--- src/rtl/lsu_ctrl.sv ---
// ---------------------------------------------------------------------------
// lsu_ctrl -- RV32I load/store sequencer.
//
// Takes one LOAD/STORE instruction at a time from execute. It computes the
// effective address and checks the encoding and alignment. It then issues a
// single-outstanding request on the memory bus. The extended load data, store
// completion or exception is returned to writeback.
//
// Ports
//   clk, rst        clock, synchronous active-high reset
//   req_*           instruction handshake from execute (inst, rs1, rs2)
//   mem_req_*       bus request: word-aligned addr, wr, lane-shifted wdata,
//                   byte strobes
//   mem_rsp_*       bus response: one per request, stores included
//   done_*          result to writeback: rd, we, data, exc, full address
// ---------------------------------------------------------------------------
module lsu_ctrl #(
   parameter int XLEN = 32
) (
   input  logic            clk,
   input  logic            rst,
   // instruction from execute
   input  logic            req_vld,
   output logic            req_rdy,
   input  logic [31:0]     req_inst,
   input  logic [XLEN-1:0] req_rs1,
   input  logic [XLEN-1:0] req_rs2,
   // memory request
   output logic            mem_req_vld,
   input  logic            mem_req_rdy,
   output logic [XLEN-1:0] mem_req_addr,
   output logic            mem_req_wr,
   output logic [XLEN-1:0] mem_req_wdata,
   output logic [3:0]      mem_req_wstrb,
   // memory response
   input  logic            mem_rsp_vld,
   input  logic [XLEN-1:0] mem_rsp_rdata,
   // result to writeback
   output logic            done_vld,
   input  logic            done_rdy,
   output logic [4:0]      done_rd,
   output logic            done_we,
   output logic [XLEN-1:0] done_data,
   output logic [1:0]      done_exc,
   output logic [XLEN-1:0] done_addr
);

   typedef enum logic [1:0] {
      S_IDLE,
      S_REQ,
      S_RSP,
      S_DONE
   } state_e;

   localparam logic [6:0] OP_LOAD  = 7'b0000011;
   localparam logic [6:0] OP_STORE = 7'b0100011;

   localparam logic [1:0] EXC_NONE  = 2'd0;
   localparam logic [1:0] EXC_ALIGN = 2'd1;
   localparam logic [1:0] EXC_ILL   = 2'd2;

   state_e            state_q, state_d;
   logic              store_q, store_d;
   logic [2:0]        funct3_q, funct3_d;
   logic [4:0]        rd_q, rd_d;
   logic [XLEN-1:0]   ea_q, ea_d;
   logic [XLEN-1:0]   rs2_q, rs2_d;
   logic [1:0]        exc_q, exc_d;
   logic [XLEN-1:0]   data_q, data_d;

   // -------------------------------------------------------------------------
   // Decode of the incoming instruction (only used while IDLE)
   // -------------------------------------------------------------------------
   logic [6:0]      dec_opcode;
   logic [2:0]      dec_funct3;
   logic            dec_load, dec_store, dec_legal, dec_misal;
   logic [XLEN-1:0] dec_imm, dec_ea;
   logic [1:0]      dec_exc;

   // The rs1 register index is resolved by execute; only its value arrives here.
   logic unused_rs1_idx;
   assign unused_rs1_idx = ^req_inst[19:15];

   always_comb begin
      dec_opcode = req_inst[6:0];
      dec_funct3 = req_inst[14:12];
      dec_load   = (dec_opcode == OP_LOAD);
      dec_store  = (dec_opcode == OP_STORE);

      // I-type immediate for loads, S-type for stores, both sign-extended.
      if (dec_store) dec_imm = {{20{req_inst[31]}}, req_inst[31:25], req_inst[11:7]};
      else           dec_imm = {{20{req_inst[31]}}, req_inst[31:20]};
      dec_ea = req_rs1 + dec_imm;

      dec_legal = 1'b0;
      if (dec_load) begin
         case (dec_funct3)
            3'b000, 3'b001, 3'b010, 3'b100, 3'b101: dec_legal = 1'b1;
            default:                                dec_legal = 1'b0;
         endcase
      end else if (dec_store) begin
         dec_legal = (dec_funct3[2] == 1'b0) && (dec_funct3[1:0] != 2'b11);
      end

      // funct3[1:0] encodes the access size: 00 byte, 01 half, 10 word.
      case (dec_funct3[1:0])
         2'b01:   dec_misal = dec_ea[0];
         2'b10:   dec_misal = (dec_ea[1:0] != 2'b00);
         default: dec_misal = 1'b0;
      endcase

      if (!dec_legal)     dec_exc = EXC_ILL;
      else if (dec_misal) dec_exc = EXC_ALIGN;
      else                dec_exc = EXC_NONE;
   end

   // -------------------------------------------------------------------------
   // Load lane selection and extension from the response word
   // -------------------------------------------------------------------------
   logic [XLEN-1:0] rsp_shifted, load_ext;

   always_comb begin
      rsp_shifted = mem_rsp_rdata >> {ea_q[1:0], 3'b000};
      case (funct3_q)
         3'b000:  load_ext = {{24{rsp_shifted[7]}},  rsp_shifted[7:0]};
         3'b001:  load_ext = {{16{rsp_shifted[15]}}, rsp_shifted[15:0]};
         3'b100:  load_ext = {24'd0, rsp_shifted[7:0]};
         3'b101:  load_ext = {16'd0, rsp_shifted[15:0]};
         default: load_ext = mem_rsp_rdata;
      endcase
   end

   // -------------------------------------------------------------------------
   // Next-state logic
   // -------------------------------------------------------------------------
   // NOTE: every _d gets its hold value first so no path through the case
   // leaves a signal unassigned; that is what keeps this block latch-free.
   always_comb begin
      state_d  = state_q;
      store_d  = store_q;
      funct3_d = funct3_q;
      rd_d     = rd_q;
      ea_d     = ea_q;
      rs2_d    = rs2_q;
      exc_d    = exc_q;
      data_d   = data_q;

      case (state_q)
         S_IDLE: begin
            if (req_vld) begin
               store_d  = dec_store;
               funct3_d = dec_funct3;
               // Stores and illegal encodings never write a register.
               rd_d     = dec_load ? req_inst[11:7] : 5'd0;
               ea_d     = dec_ea;
               rs2_d    = req_rs2;
               exc_d    = dec_exc;
               data_d   = '0;
               // An exception completes without touching the bus.
               state_d  = (dec_exc != EXC_NONE) ? S_DONE : S_REQ;
            end
         end
         S_REQ: begin
            if (mem_req_rdy) state_d = S_RSP;
         end
         S_RSP: begin
            if (mem_rsp_vld) begin
               data_d  = store_q ? '0 : load_ext;
               state_d = S_DONE;
            end
         end
         S_DONE: begin
            if (done_rdy) state_d = S_IDLE;
         end
         default: state_d = S_IDLE;
      endcase
   end

   // NOTE: sequential state uses non-blocking assignments only, so all flops
   // update together on the edge regardless of statement order.
   always_ff @(posedge clk) begin
      if (rst) begin
         state_q  <= S_IDLE;
         store_q  <= 1'b0;
         funct3_q <= 3'd0;
         rd_q     <= 5'd0;
         ea_q     <= '0;
         rs2_q    <= '0;
         exc_q    <= EXC_NONE;
         data_q   <= '0;
      end else begin
         state_q  <= state_d;
         store_q  <= store_d;
         funct3_q <= funct3_d;
         rd_q     <= rd_d;
         ea_q     <= ea_d;
         rs2_q    <= rs2_d;
         exc_q    <= exc_d;
         data_q   <= data_d;
      end
   end

   // -------------------------------------------------------------------------
   // Outputs: decoded from registered state, so they stay stable while a
   // handshake is stalled. The valids are also masked by rst so they drop in
   // the same cycle that reset is asserted.
   // -------------------------------------------------------------------------
   logic in_req, in_done;
   assign in_req  = (state_q == S_REQ);
   assign in_done = (state_q == S_DONE);

   always_comb begin
      mem_req_wstrb = 4'b0000;
      mem_req_wdata = '0;
      if (in_req) begin
         case (funct3_q[1:0])
            2'b00: begin
               mem_req_wstrb = 4'b0001 << ea_q[1:0];
               mem_req_wdata = {4{rs2_q[7:0]}};
            end
            2'b01: begin
               mem_req_wstrb = 4'b0011 << ea_q[1:0];
               mem_req_wdata = {2{rs2_q[15:0]}};
            end
            default: begin
               mem_req_wstrb = 4'b1111;
               mem_req_wdata = rs2_q;
            end
         endcase
      end
   end

   assign req_rdy      = (state_q == S_IDLE);
   assign mem_req_vld  = in_req && !rst;
   assign mem_req_addr = in_req ? {ea_q[XLEN-1:2], 2'b00} : '0;
   assign mem_req_wr   = in_req && store_q;

   assign done_vld  = in_done && !rst;
   assign done_rd   = in_done ? rd_q : 5'd0;
   assign done_we   = in_done && !store_q && (exc_q == EXC_NONE) && (rd_q != 5'd0);
   assign done_data = in_done ? data_q : '0;
   assign done_exc  = in_done ? exc_q : EXC_NONE;
   assign done_addr = in_done ? ea_q : '0;

endmodule

--- config.mk ---
export PLATFORM = sky130hd
export DESIGN_NAME = lsu_ctrl
export DESIGN_NICKNAME = d
export VERILOG_FILES = /design/src/rtl/lsu_ctrl.sv
export SDC_FILE = /design/constraint.sdc
export NUM_CORES = 1
export LEC_CHECK = 0
export BUFFER_PORTS_ARGS = -buffer_cell sky130_fd_sc_hd__buf_2
export CORE_MARGIN = 3
export CORE_UTILIZATION = 50
export CTS_BUF_LIST = sky130_fd_sc_hd__clkbuf_4 sky130_fd_sc_hd__clkbuf_8 sky130_fd_sc_hd__clkbuf_16
export DETAILED_ROUTE_END_ITERATION = 8
export PLACE_DENSITY_LB_ADDON = 0.12
export SLEW_MARGIN = 10
export SYNTH_ARGS = -nofsm -noshare
export SYNTH_HDL_FRONTEND = slang
export SYNTH_SLANG_ARGS = --single-unit
--- constraint.sdc ---
create_clock -name clk -period 4 [get_ports clk]
set_input_delay 0.6 -clock clk [delete_from_list [all_inputs] [get_ports clk]]
set_output_delay 0.6 -clock clk [all_outputs]
set_load 0.02 [all_outputs]
==> impl_results.md, run 1 <==
* Outcome: finished, final reports clean
* Fin worst setup slack at 0.415 ns
* Synthesized area per cell at approximately 7.2 um^2
* Detailed router's first-iteration violation count at a little over 600
* Routed Antenna Nets at 0
* I/O pin total at around 280
* Worst setup endpoint: ea_q[26]
* DR vias at 7,895
* Fill cell count at 1,330
* Hold Crit Start: data_q[6]
* Worst rel slew slack at 37.7%
* Reg clk slew, reported paths at 0.08 ns
* Crit path capture type: flop
* Root buffer cell: clkbuf_16
* RSZ-0062 raised after global routing: no
* Arrival time at the worst endpoint at approximately 3.8 ns
* Gr ovfl total at 0
* Worst VDD drop at around 0.30 mV
* 1st-pass router iterations at 5
* CTS resizes at 0
* Nets at approximately 1.4k
* Pleak at 4.21 nW
* Worst Clk Skew at around 0.011 ns
* Ys async rst share at 0%
* IO Port Bufs at 270
* RR Endpoint: data_q[28]
* Synth unique cells at 66
* Critical Path RT at ~4.3 ns
* Placed cell count at approximately 1.4k
* GPL Wtd Cong at approximately 0.9
* Commonest non-fill, non-tap cell in the layout: buf_2
* Final setup vio count at 0
* Pwr dens at ~440 nW/um^2
* Largest net degree at the start of global routing at 76
* Area of the multi-input gates at about 4800 um^2
* Design Area, Final at 9060 um^2
* Num rows at 43
* Slew at the pin closest to its max-slew limit at between 0.9 and 1 ns
* Final wirelength at 22,300 um
* Pre-CTS setup slack at approximately 0.051 ns
* Final slew viol count at 0
* Clk buf depth at 2
* All-Layer GR Usage at 26.6%
* Post-Syn Instances at roughly 1k
* Setup CP Type: in -> reg
* #FFs+latches synth at ~110
* Accumulated negative setup slack at 0 ns
* R2R depth at 8
* Final Non-Filler Cells at 1,425
* DIE HEIGHT at roughly 130 um
* Hold buffers post-CTS at 0
* Number of enable flip-flop cells after synthesis at 0
* Hold Crit Class: reg -> reg
* Final Critical Period at about 3.6 ns
* Power Total at 0.00396 W
* Register area share after synthesis at between 20% and 30%
* Tcrit/Tclk final at roughly 90%
* Vias in the first global route at a little over 7k
* H-tree levels at 3
* DP Area at a little under 9000 um^2
* Crit path launch: req_inst[3]
* Most frequent cells in the layout: 269 x buf_2, 171 x nand2_1, 149 x a21oi_1
* Yosys top cell area share at between 20% and 30%
* Die Area at approximately 16,000 um^2
* Area delta synth->final at 23.3%
* Leading post-synthesis cells by cell area: dfxtp_1 30%, a21oi_1 10%, and2_1 9.5%
* Worst R2R Start: ea_q[1]
* Final Hold Viols at 0
* Initial Utilization at between 50% and 60%
* Setup bufs post-CTS at 0
* Startpoint types: primary input
* Drt wl/cell at 15.7 um
* Drc violations at 0
* Antenna violations before repair at 2
* Via/cell ratio at 5.54
* Prevailing post-synth register cell: dfxtp_1
* Fmax at 279 MHz
* Core area at between 10,000 and 15,000 um^2
* Layout cells sized above 1 at about 26%
* First-pass GRT wire length at 35,500 um
* Synth area leader: dfxtp_1
* Max-cap violation count at 0
* CP Max Fanout at 5
* CTS buffer count at 9
* Synth warn at 0
* Sequential cell area at ~2200 um^2
* Worst skew pair latency at between 0.3 and 0.4 ns
* Die width at roughly 130 um
* DP Wirelength at roughly 16,000 um
* Register-to-register setup slack at ~0.99 ns
* TritonCTS clock tree: built
* Synthesized cell area at approximately 7300 um^2
* Clock sink total at about 110
area by class of cell:
| type | instances | area share, % |
|---|---|---|
| inverters | 19 | 0.787 |
| multi-input cells | 816 | 53.2 |
| diodes | 2 | 0.0552 |
| well taps | 180 | 2.48 |
| flip-flops and latches | 109 | 24.1 |
| repair buffers | 283 | 16.0 |
| clock inverters | 7 | 0.911 |
| clock buffers | 9 | 2.48 |
worst min-delay path by stage:
stage / endpoint / slack, ns / depth (start not counted)
floorplan: data_q[0] / 0.43 / 2
global placement: data_q[21] / 0.43 / 2
detailed placement: data_q[0] / 0.44 / 2
CTS: data_q[0] / 0.45 / 2
global route: data_q[24] / 0.47 / 2
finish: data_q[6] / 0.45 / 2
where the power goes:
group          total, W  switching, W  internal [W]
Sequential      0.00142      0.000163       0.00125
Combinational   0.00160       0.00106      0.000537
Clock          0.000939      0.000444      0.000495
logic make-up (layout without fill, tap and decap cells):
logic type / Yosys count / in the layout / share of synthesized area (%)
simple gates: 433 / 433 / 27.9
compound gates: 288 / 288 / 23.6
buf+inv: 93 / 318 / 4.89
fa+ha+maj: 40 / 40 / 6.91
mux: 31 / 31 / 4.31
other cells: 1 / 4 / 0.0510
flops: 109 / 109 / 29.7
xor+xnor: 22 / 22 / 2.62
synthesized netlist by cell type (2+ instances only):
master    number
nor3_1         5
a21boi_0       5
o21bai_1       4
xnor2_1       13
o21a_1         5
a22oi_1        5
nor2_1        89
or2_2          2
a221o_1        3
nand3b_1       3
xor2_1         9
nand2_1      172
o211ai_1       3
a21o_1        14
a221oi_1       2
inv_1         19
o21ai_0       53
ha_1          39
o221ai_1       8
or4_1          2
nand4_1        5
mux2_2         5
and3_1         4
and4_1         2
buf_2          2
o21ai_1        3
buf_1          8
nor2b_1        5
dfxtp_1      109
or3_1          4
o31ai_2        2
o31a_1         2
a21oi_1      149
mux2i_1       26
clkbuf_1      62
buf_4          2
a211oi_1       6
nand3_1       16
and2_1       112
a311oi_1       3
nand2b_1       6
a31oi_1        4
nor3b_1        2
flip-flops by register name (all words and copies together), names as in the netlist:
name      count
data_q       32
funct3_q      3
state_q       2
rs2_q        32
store_q       1
exc_q         2
ea_q         32
rd_q          5
routing by layer:
layer | global-route usage [%] | vias to the layer above | wire length (um)
met1 | 35.1 | 3638 | 9590
met2 | 44.7 | 302 | 10700
met3 | 3.01 | 38 | 1430
met5 | 0 | - | 14
met4 | 9.97 | 2 | 578
li1 | - | 3915 | -
worst max-delay path, stage by stage:
cell and delay, ns:
buf_2 0.10, nor4_1 0.34, nand4_1 0.22, buf_4 0.20
mux2_2 0.27, ha_1 0.34, o211a_1 0.26, o31ai_2 0.09
a211oi_1 0.15, or2_2 0.36, a41oi_2 0.26, o21ai_2 0.13
a31o_1 0.23, a221o_1 0.28
per-stage QoR:
step / hold slack (ns) / utilization (%)
2_1_floorplan: 0.427 / -
3_3_place_gp: 0.434 / 61.8
3_5_place_dp: 0.440 / 61.8
4_1_cts: 0.450 / 64.0
5_1_grt: 0.466 / 64.0
6_report: 0.448 / 64.1
Power figures use the tool's default switching activity.
==> run 2, diff against run 1 <==
--- a/config.mk
+++ b/config.mk
@@ -6,6 +6,7 @@
 export NUM_CORES = 1
 export LEC_CHECK = 0
 export BUFFER_PORTS_ARGS = -buffer_cell sky130_fd_sc_hd__buf_2
+export CORE_ASPECT_RATIO = 1.25
 export CORE_MARGIN = 3
 export CORE_UTILIZATION = 50
 export CTS_BUF_LIST = sky130_fd_sc_hd__clkbuf_4 sky130_fd_sc_hd__clkbuf_8 sky130_fd_sc_hd__clkbuf_16
==> impl_results.md, run 2 (synthesis results as in run 1) <==
* Outcome: finished, final reports clean
* All-Layer GR Usage at between 20% and 30%
* Largest net degree at the start of global routing at 74
* Fill cell count at between 1k and 1.5k
* CP top delay family: simple AND/OR/NAND/NOR gates
* Nets at ~1.4k
* ANT cells at 0
* Most frequent cells in the layout: 269 x buf_2, 171 x nand2_1, 149 x a21oi_1
* Hold buffers post-CTS at 0
* First-pass GRT wire length at roughly 36,000 um
* Sw Share at ~43%
* CP Buf/Inv Count at 2
* Top Registers: data_q: 32 flops, ea_q: 32 flops, rs2_q: 32 flops
* Setup CP Type: in -> reg
* Tcrit/Tclk final at 92.5%
* CP max-delay cell: or4_1
* Layout cells sized above 1 at between 20% and 30%
* Seq pwr share at a little over a third
* Power Total at around 0.0039 W
* Clock Power Share at between 20 and 25%
* DR vias at between 7k and 8k
* Initial Utilization at 52.1%
* Crit path capture type: flop
* Routed Antenna Nets at 0
* Startpoint types: primary input
* Slowest cell delay on critical path at 0.42 ns
* Finished Core Util at 64.2%
* Hold Crit Class: reg -> reg
* Fmax at between 200 and 300 MHz
* P_int at roughly 0.0022 W
* Num rows at 48
* Worst skew pair latency at around 0.35 ns
* Pleak at 4.23 nW
* CTS resizes at 0
* Final Non-Filler Cells at 1,422
* Drt wl/cell at between 15 and 20 um
* I/O pin total at ~280
* TritonCTS clock tree: built
* Core area at roughly 14,000 um^2
* Area delta synth->final at 23.3%
* Setup bufs post-CTS at 0
* Final Critical Period at 3.70 ns
* Gr ovfl total at 0
* RSZ-0062 raised after global routing: no
* Die width at roughly 110 um
* DIE HEIGHT at 142 um
* Final slew viol count at 0
* Clk buf depth at 2
* Critical Path RT at about 4.3 ns
* Placed cell count at ~1.4k
* CTS buffer count at 9
* DP Wirelength at roughly 16,000 um
* Antenna violations before repair at 2
* CP Max Fanout at 5
* Final Hold Viols at 0
* Cell with the most instances on the worst path: o31a_1
* Max-cap violation count at 0
* Arrival time at the worst endpoint at roughly 4.0 ns
* Final setup vio count at 0
* Clock sink total at approximately 110
* Pwr dens at 431 nW/um^2
* Worst rel slew slack at about 34%
* H-tree levels at 3
* Die Area at 16,200 um^2
* Slew at the pin closest to its max-slew limit at 0.985 ns
* IO Port Bufs at 270
* Worst VDD drop at 0.229 mV
* Reg clk slew, reported paths at ~0.080 ns
* Crit-path cells: buf_2 -> nor4_1 -> nand4_1 -> buf_4 -> mux2_2 -> ha_1 -> and3_1 -> a211oi_2 -> o31a_1 -> o21ai_4 -> a21oi_2 -> o31a_1 -> or4_1 -> nand3_1
* 1st-pass router iterations at 6
* Via/cell ratio at approximately 5.6
* Drc violations at 0
* Psw at about 0.0017 W
* GPL Wtd Cong at between 0.9 and 1
* Commonest non-fill, non-tap cell in the layout: buf_2
* Vias in the first global route at approximately 7.5k
* Final wirelength at about 23,000 um
* Comb power frac at 41.9%
* Worst Clk Skew at approximately 0.0094 ns
* Root buffer cell: clkbuf_16
* Detailed router's first-iteration violation count at about 710
run 2: cell count changes in the layout (fill, tap and decap cells not counted), sizes merged:
cell,previous run,this run
buf,283,287
bufinv,1,0
clkinv,2,4
clkinvlp,2,0
diode,2,0
inv,21,22
run 2: path summary, 6_finish.rpt:
kind,startpoint,endpoint,slack (ns),depth (start not counted)
worst max-delay path,req_inst[3],ea_q[29],0.30,14
worst min-delay path,data_q[3],data_q[3],0.45,2
worst max register to register,ea_q[0],data_q[26],1.05,7
worst min register to register,data_q[3],data_q[3],0.45,2
run 2: power groups by stage:
stage / clock [W] / combinational, W / sequential, W
floorplan: 0 / 0.00119 / 0.00135
global placement: 0 / 0.00161 / 0.00141
detailed placement: 0 / 0.00163 / 0.00142
CTS: 0.000893 / 0.00164 / 0.00139
global route: 0.000930 / 0.00183 / 0.00142
finish: 0.000871 / 0.00163 / 0.00140
run 2: per-layer routing:
metal / GRT usage [%] / vias to the layer above / wire length (um)
met2: 46.5 / 295 / 11100
met4: 10.4 / 4 / 591
met3: 3.46 / 56 / 1460
met5: 0 / - / 25
met1: 34.5 / 3620 / 9410
li1: - / 3928 / -
run 2: final cells by class:
cell class | count | area [um^2] | area share, %
Clock inverter | 7 | 56.3 | 0.622
Inverter | 19 | 71.3 | 0.787
Timing Repair Buffer | 287 | 1480 | 16.4
Tap cell | 175 | 219 | 2.42
Clock buffer | 9 | 225 | 2.49
Multi-Input combinational cell | 816 | 4820 | 53.2
Sequential cell | 109 | 2180 | 24.1
run 2: metrics by stage:
stage          hold WS [ns]  setup slack [ns]  setup TNS, ns  area (um^2)
2_1_floorplan         0.427             0.400              0         7350
3_3_place_gp          0.435            0.0377              0         8780
3_5_place_dp          0.440           -0.0720        -0.0958         8780
4_1_cts               0.450             0.302              0         9060
5_1_grt               0.472            0.0372              0         9060
6_report              0.446             0.299              0         9060
run 2: worst register-to-register path: stages (launching register included):
cell	delay (ns)
dfxtp_1	0.81
mux2i_1	0.32
nand2_1	0.07
nand2_1	0.25
inv_1	0.12
a221oi_2	0.84
o21ai_0	0.25
a21oi_1	0.21
